===== config.mk =====
export PLATFORM = sky130hd
export DESIGN_NAME = fc_argmax_classifier
export DESIGN_NICKNAME = d
export VERILOG_FILES = /design/src/rtl/fc_argmax_classifier_pkg.sv /design/src/rtl/fc_argmax_classifier_fp32_greater_than.sv /design/src/rtl/fc_argmax_classifier.sv
export SDC_FILE = /design/constraint.sdc
export NUM_CORES = 1
export LEC_CHECK = 0
export ABC_AREA = 1
export CORE_UTILIZATION = 40
export CTS_BUF_LIST = sky130_fd_sc_hd__clkbuf_8
export DETAILED_ROUTE_END_ITERATION = 10
export PLACE_DENSITY = 0.71
export SYNTH_ARGS = -nofsm -noshare
export SYNTH_HDL_FRONTEND = slang
export SYNTH_SLANG_ARGS = --single-unit

===== constraint.sdc =====
create_clock -name clk -period 5.85 [get_ports clk]
set_input_delay 1.755 -clock clk [delete_from_list [all_inputs] [get_ports clk]]
set_output_delay 1.755 -clock clk [all_outputs]
set_load 0.01 [all_outputs]

===== src/rtl/fc_argmax_classifier_pkg.sv =====
// Shared definitions for the FC argmax classifier: FP32 field positions,
// the collect/hold state encoding and a NaN detect helper.
package fc_argmax_classifier_pkg;

    localparam int FP_SIGN_BIT = 31;
    localparam int FP_EXP_MSB  = 30;
    localparam int FP_EXP_LSB  = 23;
    localparam int FP_MAN_MSB  = 22;
    localparam int FP_MAN_LSB  = 0;

    localparam logic [7:0] FP_EXP_ALL_ONES = 8'hFF;

    typedef enum logic {
        ST_COLLECT = 1'b0,
        ST_HOLD    = 1'b1
    } state_e;

    function automatic logic fp32_is_nan(input logic [31:0] v);
        return (v[FP_EXP_MSB:FP_EXP_LSB] == FP_EXP_ALL_ONES) &&
               (v[FP_MAN_MSB:FP_MAN_LSB] != '0);
    endfunction

endpackage


===== src/rtl/fc_argmax_classifier_fp32_greater_than.sv =====
// Combinational FP32 "a > b" for the running-max update.
// Ports: a (candidate), b (current max), gt (a replaces b).
// NaN candidates never win; a NaN current max loses to any non-NaN; -0 == +0.
module fp32_greater_than
    import fc_argmax_classifier_pkg::*;
(
    input  logic [31:0] a,
    input  logic [31:0] b,
    output logic        gt
);

    logic a_nan;
    logic b_nan;
    logic both_zero;
    logic mag_gt;
    logic mag_lt;

    assign a_nan     = fp32_is_nan(a);
    assign b_nan     = fp32_is_nan(b);
    assign both_zero = (a[FP_EXP_MSB:0] == '0) && (b[FP_EXP_MSB:0] == '0);
    assign mag_gt    = a[FP_EXP_MSB:0] > b[FP_EXP_MSB:0];
    assign mag_lt    = a[FP_EXP_MSB:0] < b[FP_EXP_MSB:0];

    // Sign-magnitude ordering: for negatives the smaller magnitude is larger.
    always_comb begin
        gt = 1'b0;
        if (a_nan) begin
            gt = 1'b0;
        end else if (b_nan) begin
            gt = 1'b1;
        end else if (both_zero) begin
            gt = 1'b0;
        end else if (a[FP_SIGN_BIT] != b[FP_SIGN_BIT]) begin
            gt = ~a[FP_SIGN_BIT];
        end else if (!a[FP_SIGN_BIT]) begin
            gt = mag_gt;
        end else begin
            gt = mag_lt;
        end
    end

endmodule


===== src/rtl/fc_argmax_classifier.sv =====
// Argmax over one vector of FP32 class scores from a fully connected layer.
// Ports: clk, rst_n (async, active-high), i_valid/i_data/o_ready score input,
// o_valid/o_class/o_score/i_ready result output; o_nan when
// FC_ARGMAX_NAN_FLAG_EN is defined.
module fc_argmax_classifier
    import fc_argmax_classifier_pkg::*;
#(
    parameter  int DATA_WIDTH        = 32,
    parameter  int NUMBER_INPUT_NODE = 2,
    localparam int INDEX_WIDTH       = (NUMBER_INPUT_NODE > 1) ?
                                       $clog2(NUMBER_INPUT_NODE) : 1
)(
    input  logic                   clk,
    input  logic                   rst_n,
    input  logic                   i_valid,
    input  logic [DATA_WIDTH-1:0]  i_data,
    output logic                   o_ready,
    output logic                   o_valid,
    output logic [INDEX_WIDTH-1:0] o_class,
    output logic [DATA_WIDTH-1:0]  o_score,
`ifdef FC_ARGMAX_NAN_FLAG_EN
    output logic                   o_nan,
`endif
    input  logic                   i_ready
);

    localparam logic [INDEX_WIDTH-1:0] LAST_CNT =
        INDEX_WIDTH'(NUMBER_INPUT_NODE - 1);

    state_e                 state_q, state_d;
    logic [INDEX_WIDTH-1:0] cnt_q, cnt_d;
    logic [INDEX_WIDTH-1:0] idx_q, idx_d;
    logic [DATA_WIDTH-1:0]  max_q, max_d;
    logic                   ready_q, ready_d;
    logic                   accept;
    logic                   new_gt;

    fp32_greater_than u_gt (
        .a  (i_data),
        .b  (max_q),
        .gt (new_gt)
    );

    // ready_q keeps o_ready low during reset and the first cycle after it.
    assign o_ready = (state_q == ST_COLLECT) && ready_q;
    assign o_valid = (state_q == ST_HOLD);
    assign o_class = idx_q;
    assign o_score = max_q;
    assign accept  = i_valid && o_ready;
    assign ready_d = 1'b1;

    always_comb begin
        state_d = state_q;
        cnt_d   = cnt_q;
        idx_d   = idx_q;
        max_d   = max_q;
        unique case (state_q)
            ST_COLLECT: begin
                if (accept) begin
                    // First element seeds the max; later ones must be strictly greater.
                    if ((cnt_q == '0) || new_gt) begin
                        max_d = i_data;
                        idx_d = cnt_q;
                    end
                    if (cnt_q == LAST_CNT) begin
                        cnt_d   = '0;
                        state_d = ST_HOLD;
                    end else begin
                        cnt_d = cnt_q + 1'b1;
                    end
                end
            end
            ST_HOLD: begin
                if (i_valid && i_ready) begin
                    state_d = ST_COLLECT;
                end
            end
            default: state_d = ST_COLLECT;
        endcase
    end

    always_ff @(posedge clk or posedge rst_n) begin
        if (rst_n) begin
            state_q <= ST_COLLECT;
            cnt_q   <= '0;
            idx_q   <= '0;
            max_q   <= '0;
            ready_q <= 1'b0;
        end else begin
            state_q <= state_d;
            cnt_q   <= cnt_d;
            idx_q   <= idx_d;
            max_q   <= max_d;
            ready_q <= ready_d;
        end
    end

`ifdef FC_ARGMAX_NAN_FLAG_EN
    logic nan_q, nan_d;

    always_comb begin
        nan_d = nan_q;
        if (accept) begin
            nan_d = nan_q | fp32_is_nan(i_data[31:0]);
        end else if ((state_q == ST_HOLD) && i_valid && i_ready) begin
            nan_d = 1'b0;
        end
    end

    always_ff @(posedge clk or posedge rst_n) begin
        if (rst_n) begin
            nan_q <= 1'b0;
        end else begin
            nan_q <= nan_d;
        end
    end

    assign o_nan = nan_q;
`endif

endmodule

==> metrics.md, run 1 <==
| Metric | Value |
|---|---|
| Startpoint Class | `input pin` |
| Chip width | `82.9 microns` |
| Final Critical Period | `4140 ps` |
| Site Rows | `29` |
| Gate Count Post-Synth | `between 300 and 400` |
| Post-Route WL | `6.40 mm` |
| Final period utilization | `0.707` |
| Worst skew pair latency | `300 ps` |
| CTS buffer count | `5` |
| Adder-Cell Fraction of Synth Area | `0.148` |
| GRT overflow | `0` |
| Post-synth top area cell | `dfrtp_1` |
| Post-route setup slack | `1710 ps` |
| Number of synthesized flops with an enable pin | `0` |
| Skew final | `slightly above 3 ps` |
| Port bufs | `70` |
| Via-per-instance ratio | `4.91` |
| Post-synthesis compound-gate area fraction | `0.0301` |
| First-pass GRT wire length | `11.2 mm` |
| Hold EP | `o_class$_DFFE_PP0P_` |
| Vias in the first global route | `roughly 2500` |
| Xor/xnor share of the synthesized area | `0.00335` |
| Hold path start | `o_class$_DFFE_PP0P_` |
| Cell Count, Final, Fillers Out | `515` |
| Starting Density | `0.414` |
| CTS Root Cell | `clkbuf_8` |
| Seq. cell area | `approximately 900 sq um` |
| Postcts setup bufs | `0` |
| Multi-input gate area | `between 1000 and 1500 sq um` |
| R2r setup slk | `around 3200 ps` |
| Min Hold Slack | `between 400 and 500 ps` |
| Vias | `2528` |
| Power density cells | `442 nW/um^2` |
| Num Clock Sinks | `36` |
| Status | `finished clean` |
| Worst vdd ir | `~0.20 mV` |
| Antenna diode count | `0` |
| Critical path capture point type | `flip-flop` |
| HP Class | `reg -> reg` |
| Yosys reg bits | `36` |
| Final ANT Viol Nets | `0` |
| Synthesized Nets | `434` |
| Multiplexer share of the synthesized area | `0` |
| Largest cells by area after synthesis | `dfrtp_1 (34%), nand2_1 (18%), ha_1 (15%), nand3_1 (8.0%), inv_1 (7.3%)` |
| Final HPWL DP | `just under 5 mm` |
| CP Data Required Time | `6040 ps` |
| Max-slew violation count | `0` |
| Mapped cell area | `2620 sq um` |
| Simple-gate share of the synthesized area | `0.372` |
| Crit path max fanout | `34` |
| R2r endpoint | `o_score[17]$_DFFE_PP0P_` |
| Top Ports | `slightly above 70` |
| 1st-iter DRT viols | `80` |
| Max-cap violations | `0` |
| Post-cts resize count | `0` |
| Maximum clock frequency | `242 MHz` |
| Number of detailed-route iterations in the first pass | `4` |
| Most common library cells after synthesis | `nand2_1 (126), inv_1 (51), nand3_1 (42)` |
| Largest net degree at the start of global routing | `37` |
| Die area | `6870 sq um` |
| Initial antenna violation count | `0` |
| Placed insts | `507` |
| Ys flop type | `dfrtp_1` |
| Worst Reg2Reg Path Length in Cells | `17` |
| DR WL/cell | `12.4 microns` |
| Reg2reg start | `o_score[30]$_DFFE_PP0P_` |
| Critical path class | `in -> reg` |
| Leakage Power | `1.78 nW` |
| CTS tree | `done` |
| Ys async rst share | `1.00` |
| Layout area overhead | `32.2%` |
| Cts hold-fix bufs | `0` |
| Synth top area share | `0.344` |
| Critical Path AT | `4320 ps` |
| Layout cell share with drive strength beyond 1 | `0.0388` |
| Hold Vio Cnt, Final | `0` |
| RSZ-0062 raised after global routing | `no` |
| # setup viols final | `0` |
| Fin Setup TNS | `0 ps` |
| GRT Total Usage | `0.198` |
| Height of the die | `82.9 microns` |
| Hold Path Depth | `2` |
| Syn_area_per_cell | `7.13 sq um` |
| Htree depth | `2` |
| Total Nets Final | `504` |
| Final GP Congestion | `0.840` |
| Post-place setup slack | `1420 ps` |
| Count leader, synth | `nand2_1` |
| Clock-pin slew on the worst setup and hold paths | `around 70 ps` |
| Fillers | `638` |
| Sequential-to-total area share from yosys stat | `0.344` |
| Core box area | `approximately 6300 sq um` |
| Largest family of logic cells by synthesized area | `simple AND/OR/NAND/NOR gates` |
| Synth unique cells | `24` |
| Clk buf depth | `2` |
| YS warnings | `0` |
| Detailed-route DRC error count | `0` |
-- metrics by stage --
stage	utilization	power [W]	instance area, sq um
after floorplan	-	0.000989	2620
after detailed placement	0.533	0.00135	3370
after global placement	0.533	0.00132	3370
after global routing	0.548	0.00168	3460
final	0.548	0.00153	3460
after CTS	0.548	0.00154	3460
-- how the worst max path moves through the flow --
stage          slack, ps                       to       start
2_1_floorplan       2490  o_score[22]$_DFFE_PP0P_  i_data[22]
3_3_place_gp        1490  o_score[15]$_DFFE_PP0P_  i_data[22]
3_5_place_dp        1420  o_score[17]$_DFFE_PP0P_  i_data[30]
4_1_cts             1730  o_score[13]$_DFFE_PP0P_  i_data[30]
5_1_grt             1410  o_score[29]$_DFFE_PP0P_  i_data[26]
6_report            1710  o_score[17]$_DFFE_PP0P_  i_data[30]
-- flip-flops by register name, summed over array words and instances (netlist names) --
register	cells
ready_q	1
o_score	32
o_class	1
o_valid	1
cnt_q	1
-- cell usage in the layout (no fill, tap or decap) --
| master | n |
|---|---|
| nand2_1 | 126 |
| inv_2 | 1 |
| ha_1 | 31 |
| nor2_1 | 26 |
| clkinv_2 | 2 |
| a21o_1 | 2 |
| inv_1 | 51 |
| a21oi_1 | 11 |
| nor3_2 | 1 |
| xor2_1 | 1 |
| dfrtp_1 | 36 |
| nand2_4 | 2 |
| nor3b_1 | 1 |
| nand3_1 | 42 |
| nor3_1 | 8 |
| nor3b_4 | 1 |
| nor2_2 | 2 |
| buf_4 | 2 |
| clkbuf_8 | 6 |
| nand4_1 | 11 |
| clkdlybuf4s50_1 | 70 |
| conb_1 | 1 |
| or2_1 | 1 |
| nor4_1 | 2 |
| a22o_1 | 1 |
-- routing by layer --
layer  global-route usage  vias up  share of wire
met5                    0        -              0
met3               0.0557        8          0.066
met2                0.319       76           0.45
met1                0.259     1130           0.47
li1                     -     1314              -
met4               0.0611        0          0.015
-- layout make-up --
class / count / area share
inverter: 52 / 0.0564
multi-input combinational: 270 / 0.422
timing repair buffer: 72 / 0.207
clock inverter: 2 / 0.00289
clock buffer: 6 / 0.0239
tap: 77 / 0.0278
sequential: 36 / 0.260
-- cells by family (layout without fill, tap and decap cells) --
group,Yosys count,after routing
AOI/OAI and AO/OA,14,14
and+or+nand+nor,223,223
adders and majority gates,31,31
buffers and inverters,61,132
xor gates and xnor gates,1,1
DFF,36,36
other,1,1
-- power by group --
| part | switching (W) | total (W) | leakage [nW] | internal [W] |
|---|---|---|---|---|
| Sequential | 0.000110 | 0.000473 | 0.447 | 0.000363 |
| Clock | 0.0000931 | 0.000187 | 0.0510 | 0.0000940 |
| Combinational | 0.000460 | 0.000868 | 1.28 | 0.000409 |
-- worst max-delay path, stage by stage --
cell and delay, ps:
clkdlybuf4s50_1 480, ha_1 360, nand2_1 90, nor2_2 130, nand4_1 130, nor3_2 120, nand2_1 60, nand2_1 70
nand2_1 50, nand2_1 50, nand2_1 50, nand2_1 50, nand2_1 90, nand2_4 320, nand2_4 310, nand2_1 140
nand2_1 60
Note: power is estimated with default switching activity, not from simulation.
==> run 2, diff against run 1 <==
==> constraint.sdc (replaced) <==
create_clock -name clk -period 3.9 [get_ports clk]
set_input_delay 1.17 -clock clk [delete_from_list [all_inputs] [get_ports clk]]
set_output_delay 1.17 -clock clk [all_outputs]
set_load 0.01 [all_outputs]
==> run 2 against run 1 <==
Final area grew 0.14%. Cell count increased by 0.19%. First-iteration DRC count is 15% lower. Core utilization is 0.079 points higher. Sequential cell count is the same. Power increased by 50%. Critical path type unchanged. Critical endpoint is now o_score[13]$_DFFE_PP0P_.
==> metrics.md, run 2 (same netlist as run 1, synthesis figures left out) <==
| Metric | Value |
|---|---|
| Status | `finished clean` |
| Via-per-instance ratio | `4.87` |
| Post-place setup slack | `between 200 and 300 ps` |
| Final GP Congestion | `0.874` |
| Maximum clock frequency | `301 MHz` |
| Pint | `0.00130 W` |
| Leakage Power | `between 1.5 and 2 nW` |
| CP Data Required Time | `4130 ps` |
| Site Rows | `29` |
| Initial antenna violation count | `0` |
| Slew headroom | `0.523` |
| Critical path class | `in -> reg` |
| Comb pwr share | `0.571` |
| Total Nets Final | `505` |
| Core box area | `6310 sq um` |
| Buf/Inv on CP | `2` |
| Final period utilization | `0.851` |
| Largest stage delay, worst path | `470 ps` |
| Max FFs per register | `32` |
| Num Clock Sinks | `36` |
| CTS tree | `done` |
| Worst-Margin Slew | `715 ps` |
| Slowest stage cell, crit path | `clkdlybuf4s50_1` |
| DR WL/cell | `12.3 microns` |
| Detailed-route DRC error count | `0` |
| Fin Setup TNS | `0 ps` |
| Postcts setup bufs | `0` |
| Layout cell share with drive strength beyond 1 | `0.0364` |
| Crit-path cells | `clkdlybuf4s50_1 -> ha_1 -> nand2_1 -> nor2_2 -> nand4_1 -> nor3_2 -> nand2_1 -> nand2_1 -> nand2_1 -> nand2_1 -> nand2_1 -> nand2_1 -> nand2_1 -> nand2_4 -> buf_4 -> nand3_1 -> nand2_1` |
| Vias | `2513` |
| Clock-pin slew on the worst setup and hold paths | `70 ps` |
| Power, Total | `0.00229 W` |
| Port bufs | `70` |
| GRT Total Usage | `0.197` |
| Post-cts resize count | `0` |
| 1st-iter DRT viols | `just under 70` |
| Htree depth | `2` |
| GRT overflow | `0` |
| Hold Vio Cnt, Final | `0` |
| First-pass GRT wire length | `11.2 mm` |
| Antenna diode count | `0` |
| Max-cap violations | `0` |
| Number of detailed-route iterations in the first pass | `4` |
| RSZ-0062 raised after global routing | `no` |
| Most common cell on crit path | `nand2_1` |
| Post-Route Utilization | `0.549` |
| Sw frac | `0.431` |
| Final Critical Period | `3320 ps` |
| Starting Density | `0.414` |
| Final HPWL DP | `4.93 mm` |
| # setup viols final | `0` |
| Die area | `roughly 7000 sq um` |
| Layout area overhead | `32.4%` |
| Skew final | `6.49 ps` |
| Sw Pwr | `0.000986 W` |
| Post-Route WL | `~6.3 mm` |
| Final ANT Viol Nets | `0` |
| Most common cell after layout, fill and taps aside | `nand2_1` |
| Vias in the first global route | `2492` |
| Most frequent cells in the layout | `nand2_1 (126), clkdlybuf4s50_1 (70), inv_1 (53)` |
| Min Hold Slack | `~480 ps` |
| R2r setup slk | `1490 ps` |
| Largest net degree at the start of global routing | `37` |
| Startpoint Class | `input pin` |
| Critical Path AT | `about 3500 ps` |
| Worst vdd ir | `~0.27 mV` |
| Flop pwr share | `0.311` |
| Clock power share | `0.118` |
| Height of the die | `82.9 microns` |
| CTS buffer count | `5` |
| Critical path capture point type | `flip-flop` |
| Top Ports | `71` |
| Crit path max fanout | `24` |
| Power density cells | `between 600 and 700 nW/um^2` |
| Post-route setup slack | `582 ps` |
| Max-slew violation count | `0` |
| Chip width | `between 80 and 90 microns` |
| Worst skew pair latency | `280 ps` |
| CP top delay family | `simple AND/OR/NAND/NOR gates` |
| Clk buf depth | `2` |
| HP Class | `reg -> reg` |
| Cts hold-fix bufs | `0` |
| CTS Root Cell | `clkbuf_8` |
[run 2: final timing paths]
check / to / from / cells past startpoint
max in group asynchronous: o_valid$_DFF_PP0_ / rst_n / 3
min: o_class$_DFFE_PP0P_ / o_class$_DFFE_PP0P_ / 2
max: o_score[13]$_DFFE_PP0P_ / i_data[30] / 17
min reg2reg: o_class$_DFFE_PP0P_ / o_class$_DFFE_PP0P_ / 2
min in group asynchronous: o_score[10]$_DFFE_PP0P_ / rst_n / 2
max reg2reg: o_score[13]$_DFFE_PP0P_ / o_score[30]$_DFFE_PP0P_ / 17
[run 2: cell type report]
| type | count | area (sq um) |
|---|---|---|
| clock inverters | 2 | 7.51 |
| multi-input cells | 270 | 1460 |
| flip-flops and latches | 36 | 901 |
| fillers | 635 | 2850 |
| clock buffers | 6 | 82.6 |
| inverters | 52 | 195 |
| well taps | 77 | 96.3 |
| repair buffers | 73 | 723 |
[run 2: per-stage QoR]
step / std cells / area, sq um
floorplan: 367 / 2620
global placement: 508 / 3370
detailed placement: 508 / 3370
CTS: 516 / 3460
global route: 516 / 3460
finish: 516 / 3460
[run 2: metal layers]
metal / global-route usage / vias up / routed length, microns
met2: 0.329 / 57 / 2910
met3: 0.0388 / 7 / 293
met4: 0.0502 / 0 / 68
met1: 0.261 / 1136 / 3070
li1: - / 1313 / -
met5: 0 / - / 0
[run 2: power by group through the flow]
stage	registers [W]	clock network, W	logic (W)
3_5_place_dp	0.000720	0	0.00131
6_report	0.000713	0.000270	0.00131
5_1_grt	0.000747	0.000291	0.00148
4_1_cts	0.000716	0.000279	0.00132
3_3_place_gp	0.000716	0	0.00128
2_1_floorplan	0.000764	0	0.000721
[run 2: tightest hold or removal path, stage by stage, from the launching register on]
cell,delay (ps)
dfrtp_1,350
nand2_1,50
nand2_1,40
==> run 3, diff against run 2 <==
--- a/config.mk
+++ b/config.mk
@@ -9,7 +9,7 @@
 export CORE_UTILIZATION = 40
 export CTS_BUF_LIST = sky130_fd_sc_hd__clkbuf_8
 export DETAILED_ROUTE_END_ITERATION = 10
-export PLACE_DENSITY = 0.71
+export PLACE_DENSITY = 0.74
 export SYNTH_ARGS = -nofsm -noshare
 export SYNTH_HDL_FRONTEND = slang
 export SYNTH_SLANG_ARGS = --single-unit
==> constraint.sdc (replaced) <==
create_clock -name clk -period 2.99 [get_ports clk]
set_input_delay 0.897 -clock clk [delete_from_list [all_inputs] [get_ports clk]]
set_output_delay 0.897 -clock clk [all_outputs]
set_load 0.01 [all_outputs]
==> run 3 against run 2 <==
The run now ends with DRC left. Critical path depth did not move. Combinational power up 69%. Sequential cell count stayed put. Register-to-register slack got worse by 870 ps. Largest cell class unchanged. Via count up 11%. Cell count up 8.1%. Sequential power increased by 33%. Largest power group unchanged. Worst setup slack got worse by 570 ps. Wire length up 26%. Global-route usage grew 1.4 points. Core utilization rose by 8.9 points.
==> metrics.md, run 3 (same netlist as run 1, synthesis figures left out) <==
| Metric | Value |
|---|---|
| Status | `complete, but fails checks` |
| Violated checks | `DRC` |
| Final period utilization | `0.996` |
| 1st-iter DRT viols | `~180` |
| Hold path start | `o_class$_DFFE_PP0P_` |
| Worst-Margin Slew | `slightly above 1000 ps` |
| DR WL/cell | `14.3 microns` |
| Worst skew pair latency | `290 ps` |
| CTS tree | `done` |
| Max-slew violation count | `0` |
| Maximum clock frequency | `336 MHz` |
| CP Data Required Time | `3170 ps` |
| Worst Reg2Reg Path Length in Cells | `17` |
| Worst vdd ir | `0.402 mV` |
| Hold Path Depth | `2` |
| Most common cell after layout, fill and taps aside | `nand2_1` |
| Site Rows | `29` |
| GRT overflow | `0` |
| Crit-path cells | `clkdlybuf4s50_1 -> ha_1 -> a21oi_1 -> nand2_1 -> a21oi_1 -> nand2_1 -> nand2_1 -> nand2_1 -> nand2_1 -> nand2_1 -> nand2_1 -> nand2_1 -> nand2_4 -> nand2_8 -> clkbuf_16 -> nand3_1 -> nand2_1` |
| Critical path capture point type | `flip-flop` |
| Layout area overhead | `54.0%` |
| Layout cell share with drive strength beyond 1 | `0.141` |
| Cell Count, Final, Fillers Out | `558` |
| Via-per-instance ratio | `~5` |
| Postcts setup bufs | `0` |
| Detailed-route DRC error count | `2` |
| Met3 WL | `approximately 400 microns` |
| Most common cell on crit path | `nand2_1` |
| First-pass GRT wire length | `11.8 mm` |
| R2r endpoint | `o_score[12]$_DFFE_PP0P_` |
| Area post-placement | `3630 sq um` |
| Htree depth | `2` |
| Num Clock Sinks | `36` |
| Final GP Congestion | `around 0.85` |
| Critical path class | `in -> reg` |
| Chip width | `82.9 microns` |
| Post-cts resize count | `0` |
| Number of detailed-route iterations in the first pass | `7` |
| Total Nets Final | `~550` |
| CTS Root Cell | `clkbuf_8` |
| Clock-pin slew on the worst setup and hold paths | `70 ps` |
| Post-route cell area | `4030 sq um` |
| Most frequent cells in the layout | `nand2_1 (124), clkdlybuf4s50_1 (61), inv_1 (51)` |
| Post-Route WL | `7.98 mm` |
| Top Metal Used | `met4` |
| Cts hold-fix bufs | `0` |
| CTS buffer count | `5` |
| Starting Density | `0.414` |
| Vias in the first global route | `2693` |
| Leakage Power | `2.10 nW` |
| Die area | `roughly 7000 sq um` |
| Max-cap violations | `0` |
| Initial antenna violation count | `0` |
| Placed insts | `around 540` |
| Largest stage delay, worst path | `approximately 450 ps` |
| Antenna diode count | `0` |
| Startpoint Class | `input pin` |
| Reg2reg start | `o_score[14]$_DFFE_PP0P_` |
| Largest net degree at the start of global routing | `37` |
| Max FFs per register | `32` |
| Power, Total | `about 0.0035 W` |
| Final HPWL DP | `5.29 mm` |
| Hold EP | `o_class$_DFFE_PP0P_` |
| R2r setup slk | `between 600 and 700 ps` |
| Skew final | `around 5.4 ps` |
| Wire length on met2 | `~3.9 mm` |
| # setup viols final | `0` |
| Final Critical Period | `about 3000 ps` |
| Core box area | `6310 sq um` |
| Port bufs | `70` |
| Slew headroom | `0.326` |
| Crit path max fanout | `9` |
| HP Class | `reg -> reg` |
| Critical Path AT | `between 3000 and 4000 ps` |
| Height of the die | `about 83 microns` |
| Hold Vio Cnt, Final | `0` |
| Vias | `2797` |
| Power density cells | `between 800 and 900 nW/um^2` |
| Clk buf depth | `2` |
| Final ANT Viol Nets | `0` |
| Top Ports | `71` |
| M1 wire length | `~3.5 mm` |
| GRT Total Usage | `0.211` |
| Slowest stage cell, crit path | `clkdlybuf4s50_1` |
==> run 3: how the worst max path moves through the flow <==
stage	startpoint	end	slack (ps)	cells after the start
after floorplan	i_data[22]	o_score[22]$_DFFE_PP0P_	490	15
after global placement	i_data[14]	o_score[20]$_DFFE_PP0P_	-170	19
after detailed placement	i_data[14]	o_score[12]$_DFFE_PP0P_	-210	19
after CTS	i_data[14]	o_score[12]$_DFFE_PP0P_	90	19
after global routing	i_data[14]	o_score[12]$_DFFE_PP0P_	-90	17
final	i_data[14]	o_score[12]$_DFFE_PP0P_	10	17
==> run 3: area by class of cell <==
class / instances / area (sq um)
clock buffer: 6 / 82.6
clock inverter: 2 / 10.0
fill: 571 / 2280
inverter: 52 / 195
multi-input combinational: 275 / 1640
sequential: 36 / 901
tap: 77 / 96.3
timing repair buffer: 110 / 1100
==> run 3: routing by layer <==
layer,GRT usage,vias up
li1,-,1415
met1,0.258,1278
met2,0.377,86
met3,0.0378,18
met4,0.0627,0
met5,0,-
==> run 3: critical path: cells and delay by family <==
| kind | cells | cell delay [ps] |
|---|---|---|
| AO/OA/AOI/OAI | 2 | 380 |
| adder cells (fa/ha/maj) | 1 | 320 |
| buffers and inverters | 2 | 660 |
| AND/OR/NAND/NOR | 12 | 880 |
==> run 3: report_power, final <==
| part | internal, W | switching (W) | total (W) |
|---|---|---|---|
| clock network | 0.000184 | 0.000188 | 0.000372 |
| registers | 0.000710 | 0.000239 | 0.000949 |
| logic | 0.00108 | 0.00113 | 0.00221 |
==> run 3: through the flow <==
stage	setup slack [ps]	utilization	hold WS [ps]	setup TNS, ps
detailed placement	-213	0.575	483	-6530
CTS	88.1	0.590	502	0
finish	12.6	0.638	493	0
global placement	-171	0.575	459	-5480
floorplan	486	-	506	0
global route	-94.7	0.638	536	-2240
